File: config.mk
export PLATFORM = sky130hd
export DESIGN_NAME = mtr_drv
export DESIGN_NICKNAME = d
export VERILOG_FILES = /design/src/rtl/mtr_drv.sv
export SDC_FILE = /design/constraint.sdc
export NUM_CORES = 1
export LEC_CHECK = 0
export ABC_AREA = 1
export BUFFER_PORTS_ARGS = -buffer_cell sky130_fd_sc_hd__buf_2
export CAP_MARGIN = 20
export CELL_PAD_IN_SITES_DETAIL_PLACEMENT = 1
export CELL_PAD_IN_SITES_GLOBAL_PLACEMENT = 2
export CORE_ASPECT_RATIO = 0.7
export CORE_MARGIN = 4
export CORE_UTILIZATION = 34
export DETAILED_ROUTE_END_ITERATION = 10
export PLACE_DENSITY = 0.8
export SETUP_SLACK_MARGIN = 0.5
export SLEW_MARGIN = 20
export SYNTH_ARGS = -nofsm -noshare
export SYNTH_HDL_FRONTEND = slang
export SYNTH_SLANG_ARGS = --single-unit
File: constraint.sdc
create_clock -name clk -period 4.2 [get_ports clk]
set_input_delay 0.42 -clock clk [delete_from_list [all_inputs] [get_ports clk]]
set_output_delay 0.42 -clock clk [all_outputs]
set_load 0.02 [all_outputs]
File: src/rtl/mtr_drv.sv
// mtr_drv: dual H-bridge PWM driver.
//   Turns the balance controller's per-motor 11-bit speed + direction command
//   into complementary fwd/rev PWM pairs. Commands are shadowed only at the
//   period boundary (cnt 2047->0), and a direction reversal blanks the first
//   DEAD_TIME clocks of the new period so the bridge never shoots through.
// Ports:
//   clk, rst            system clock, synchronous active-high reset
//   pwr_up              drive enable (low forces outputs low next cycle)
//   lft_spd/lft_rev     left motor duty and direction (1 = reverse)
//   rght_spd/rght_rev   right motor duty and direction
//   *_fwd_pwm/*_rev_pwm registered bridge drives
//   period_strt         one-clock pulse on the first output cycle of a period

// Per-motor shadow registers, status FSM and output stage.
module mtr_drv_lane #(
  parameter int DEAD_TIME = 64
) (
  input  logic        clk,
  input  logic        rst,
  input  logic        pwr_up,
  input  logic        boundary,   // this edge takes cnt 2047->0
  input  logic [10:0] cnt_q,
  input  logic [10:0] cnt_d,
  input  logic [10:0] spd,
  input  logic        rev,
  output logic        fwd_pwm,
  output logic        rev_pwm
);
  localparam logic [10:0] DEAD_T = 11'(DEAD_TIME);

  typedef enum logic [1:0] {S_OFF, S_FWD, S_REV, S_DEAD} state_e;

  state_e      state_q, state_d;
  logic [10:0] spd_sh_q, spd_sh_d;
  logic        rev_sh_q, rev_sh_d;
  logic        dead_q, dead_d;
  logic        fwd_q, fwd_d;
  logic        rvp_q, rvp_d;
  logic        on;

  always_comb begin
    spd_sh_d = spd_sh_q;
    rev_sh_d = rev_sh_q;
    dead_d   = dead_q;
    if (boundary) begin
      spd_sh_d = pwr_up ? spd : 11'd0;
      rev_sh_d = rev;
      dead_d   = (rev != rev_sh_q) && pwr_up;
    end

    // State describes the cycle about to start (cnt_d). DEAD takes priority
    // over OFF so a brief pwr_up dip cannot cut the blanking window short.
    state_d = rev_sh_d ? S_REV : S_FWD;
    if (dead_d && (cnt_d < DEAD_T))            state_d = S_DEAD;
    else if (!pwr_up || (spd_sh_d == 11'd0))   state_d = S_OFF;

    // Live pwr_up gives a 1-clock shutdown; OFF due to spd 0 is covered by
    // the compare, so only DEAD needs to gate the drive here.
    on    = pwr_up && (cnt_q < spd_sh_q) && (state_q != S_DEAD);
    fwd_d = on && !rev_sh_q;
    rvp_d = on &&  rev_sh_q;
  end

  always_ff @(posedge clk) begin
    if (rst) begin
      state_q  <= S_OFF;
      spd_sh_q <= 11'd0;
      rev_sh_q <= 1'b0;
      dead_q   <= 1'b0;
      fwd_q    <= 1'b0;
      rvp_q    <= 1'b0;
    end else begin
      state_q  <= state_d;
      spd_sh_q <= spd_sh_d;
      rev_sh_q <= rev_sh_d;
      dead_q   <= dead_d;
      fwd_q    <= fwd_d;
      rvp_q    <= rvp_d;
    end
  end

  assign fwd_pwm = fwd_q;
  assign rev_pwm = rvp_q;
endmodule

module mtr_drv #(
  parameter int DEAD_TIME = 64
) (
  input  logic        clk,
  input  logic        rst,
  input  logic        pwr_up,
  input  logic [10:0] lft_spd,
  input  logic        lft_rev,
  input  logic [10:0] rght_spd,
  input  logic        rght_rev,
  output logic        lft_fwd_pwm,
  output logic        lft_rev_pwm,
  output logic        rght_fwd_pwm,
  output logic        rght_rev_pwm,
  output logic        period_strt
);
  localparam int NUM_LANES = 2;   // lane 0 = left, lane 1 = right

  logic [10:0] cnt_q, cnt_d;
  logic        ps_q, ps_d;
  logic        boundary;

  logic [NUM_LANES-1:0][10:0] spd_vec;
  logic [NUM_LANES-1:0]       rev_vec;
  logic [NUM_LANES-1:0]       fwd_vec;
  logic [NUM_LANES-1:0]       rvp_vec;

  always_comb begin
    cnt_d    = cnt_q + 11'd1;          // natural 11-bit wrap
    boundary = (cnt_q == 11'h7FF);
    ps_d     = (cnt_q == 11'd0);       // lines up with first output cycle
  end

  always_ff @(posedge clk) begin
    if (rst) begin
      cnt_q <= 11'd0;
      ps_q  <= 1'b0;
    end else begin
      cnt_q <= cnt_d;
      ps_q  <= ps_d;
    end
  end

  assign spd_vec = {rght_spd, lft_spd};
  assign rev_vec = {rght_rev, lft_rev};

  for (genvar g = 0; g < NUM_LANES; g++) begin : g_lane
    mtr_drv_lane #(.DEAD_TIME(DEAD_TIME)) u_lane (
      .clk      (clk),
      .rst      (rst),
      .pwr_up   (pwr_up),
      .boundary (boundary),
      .cnt_q    (cnt_q),
      .cnt_d    (cnt_d),
      .spd      (spd_vec[g]),
      .rev      (rev_vec[g]),
      .fwd_pwm  (fwd_vec[g]),
      .rev_pwm  (rvp_vec[g])
    );
  end

  assign lft_fwd_pwm  = fwd_vec[0];
  assign lft_rev_pwm  = rvp_vec[0];
  assign rght_fwd_pwm = fwd_vec[1];
  assign rght_rev_pwm = rvp_vec[1];
  assign period_strt  = ps_q;
endmodule

==> impl_metrics.json <==
{
  "path_max_fanout": 31,
  "met1_length_um": 3670,
  "post_route_setup_tns_ns": 0,
  "globalRouteTotalUtil": 0.169,
  "clk_transition_reported_paths_ns": 0.10,
  "topRoutingLayerUsed": "met4",
  "post-route-period-util": 0.603,
  "gpl.final_weighted_congestion": 0.786,
  "postCtsResizedCells": 0,
  "synthDominantCellAreaShare": 0.360,
  "grt_max_degree": 37,
  "routed_wire_length_per_instance_um": 14.2,
  "slowest_delay_ns": 0.44,
  "synth-edff-count": 0,
  "vias": 2376,
  "timing.critical_path.arrival_ns": 2.75,
  "cts.repair_timing.setup_buffer_count": 0,
  "totalPowerFinal_uw": 796,
  "critPathLaunchType": "flop",
  "cts_hold_buffers": 0,
  "yosys_register_bits": 46,
  "placementRows": 26,
  "num_io_pins": 32,
  "drt_first_pass_iters": 4,
  "finalCoreUtilization": 0.390,
  "crit_path_frequent_cell": "sky130_fd_sc_hd__nand2_1",
  "synth_sequential_area_ratio": 0.360,
  "met2_wirelength_um": 3030,
  "grt_pass1_wl_um": 11900,
  "drc": 0,
  "cts_sinks": 46,
  "routed_via_density": 4.78,
  "synth_ff_type": "sky130_fd_sc_hd__dfxtp_1",
  "finish.net_count": 447,
  "tritoncts": "yes",
  "finalCriticalPeriod_ns": 2.53,
  "synth_fp_nets": 422,
  "multi_input_comb_area_mm2": 0.00137,
  "die_h_um": 80.5,
  "antenna_violations_before_repair": 0,
  "floorplan.core_area_mm2": 0.00729,
  "run_status": "finished, final reports clean",
  "max_freq_mhz": 395,
  "wl_met3_um": 259,
  "max_cap_violations": 0,
  "synth_area_leaders": "sky130_fd_sc_hd__dfxtp_1 36%, sky130_fd_sc_hd__nand2_1 17%, sky130_fd_sc_hd__ha_1 11%",
  "ant_nets": 0,
  "grt_pass1_vias": 2431,
  "synth_largest_area_cell": "sky130_fd_sc_hd__dfxtp_1",
  "finalSetupViolations": 0,
  "worstMarginPinSlew_ns": 0.726,
  "diodes": 0,
  "iteration_0_drc_markers": 64,
  "grt.overflow.total": 0,
  "ratio_of_cells_with_drive_above_1_in_the_final_layout": 0.115,
  "clockBufferDepth": 2,
  "p_leak_nw": 1.44,
  "die_width_um": 112,
  "slowest_stage_cell_crit_path": "sky130_fd_sc_hd__dfxtp_1",
  "cts-htree-levels": 2,
  "synth_area_per_cell_um2": 6.85,
  "end_kind": "flop",
  "clock_tree_root": "sky130_fd_sc_hd__clkbuf_8",
  "netlist_area_mm2": 0.00255,
  "numPortBuffers": 31,
  "timing.final.hold_violations": 0,
  "yosys.cell_types.count": 29,
  "maxSlewHeadroom": 0.516,
  "floorplan.die_area_mm2": 0.00899,
  "worst_ir_drop_vdd_mv": 0.108,
  "p_per_cell_area_mw_per_mm2": 280,
  "cts_made_buffers": 5,
  "clock-skew-final_ns": 0.0164,
  "insertion_delay_ns": 0.31,
  "postSynth.asyncResetShare": 0,
  "initial_utilization": 0.351,
  "nFillCells": 976,
  "dp_hpwl_um": 5370,
  "area.sequential_um2": 921,
  "worst_hold_path_type": "input port to flop",
  "total_of_warnings_raised_by_yosys": 0,
  "worstSetupPathType": "flop to flop",
  "rsz0062_at_grt": "no",
  "routed_wirelength_um": 7040,
  "worstPathCellList": "ha_1 -> nand2_1 -> nor2_4 -> nand3_4 -> inv_2 -> nand2_1 -> nand2_1 -> nand2_1 -> nor2_1 -> nand3_1 -> nand2_1 -> nand2_1",
  "endpoint_required_time_on_the_critical_path_ns": 4.41,
  "final-max-slew-violation-count": 0,
  "post_synthesis_cells": 373,
  "syn_to_final_growth_pct": 11.4
}
-- critical path, delay by kind of cell (launching register included) --
family        cells  cell delay [ns]
buf+inv           1             0.31
flops             1             0.44
simple gates     10             1.45
fa+ha+maj         1             0.21
-- sequential cells by signal, summed over array words and instances, names as in the netlist --
name / count
g_lane.u_lane.spd_sh_q: 22
cnt_q: 11
g_lane.u_lane.state_q: 4
g_lane.u_lane.dead_q: 2
g_lane.u_lane.fwd_pwm: 2
g_lane.u_lane.rev_pwm: 2
g_lane.u_lane.rev_sh_q: 2
period_strt: 1
-- cells in the mapped netlist (all sizes together), types with 3 or more instances --
cell,instances
nand2,116
o21ai,14
clkbuf,3
nor3,4
dfxtp,46
nor2,56
ha,22
nand4,16
inv,47
a21oi,17
buf,10
nand3,11
-- metal layers --
layer | global-route usage | up-vias
li1 | - | 1229
met1 | 0.224 | 1106
met2 | 0.277 | 34
met3 | 0.0346 | 7
met4 | 0.0510 | 0
met5 | 0 | -
-- worst paths after layout --
kind | from | end | slack (ns) | cells past startpoint
setup / recovery | cnt_q[1] | g_lane[0].u_lane.state_q[1] | 1.67 | 12
setup reg to reg | cnt_q[1] | g_lane[0].u_lane.state_q[1] | 1.67 | 12
hold / removal | lft_rev | g_lane[0].u_lane.rev_sh_q | 0.43 | 3
hold reg to reg | g_lane[1].u_lane.rev_sh_q | g_lane[1].u_lane.fwd_pwm | 0.46 | 1
-- per-stage QoR --
stage / std cells / worst slack (ns) / hold slack (ns) / cell area [um2]
after floorplan: 373 / 2.57 / 0.412 / 2550
after global placement: 489 / 1.72 / 0.441 / 2760
after detailed placement: 489 / 1.65 / 0.442 / 2760
after CTS: 497 / 1.63 / 0.423 / 2850
after global routing: 497 / 1.33 / 0.441 / 2850
final: 497 / 1.67 / 0.430 / 2850
-- area by class of cell --
class	count	share of cell area
timing repair buffer	31	0.0545
clock inverter	3	0.00748
tap	98	0.0431
inverter	49	0.0646
multi-input combinational	265	0.482
sequential	46	0.324
clock buffer	5	0.0242
-- report_power, final --
group / internal (mW) / switching, mW
clock: 0.118 / 0.173
combinational: 0.0239 / 0.0376
sequential: 0.440 / 0.00408
-- logic make-up after synthesis --
family          after synthesis  synth area share
simple gates                205             0.344
buf+inv                      62             0.102
flops                        46             0.360
compound gates               35            0.0749
fa+ha+maj                    22             0.108
xor+xnor                      3            0.0103
-- cell usage in the layout, fill, tap and decap left out, drive strengths merged --
cell type	Yosys	layout
nand2	116	116
nor2	56	56
inv	47	47
dfxtp	46	46
buf	10	31
ha	22	22
a21oi	17	17
nand4	16	16
o21ai	14	14
nand3	11	11
clkbuf	3	5
nor3	4	4
clkinv	2	4
xnor2	2	2
a22o	2	2
nor4	2	2
xor2	1	1
a211oi	1	1
o21a	1	1
clkinvlp	0	1
(Power assumes the default switching activity.)
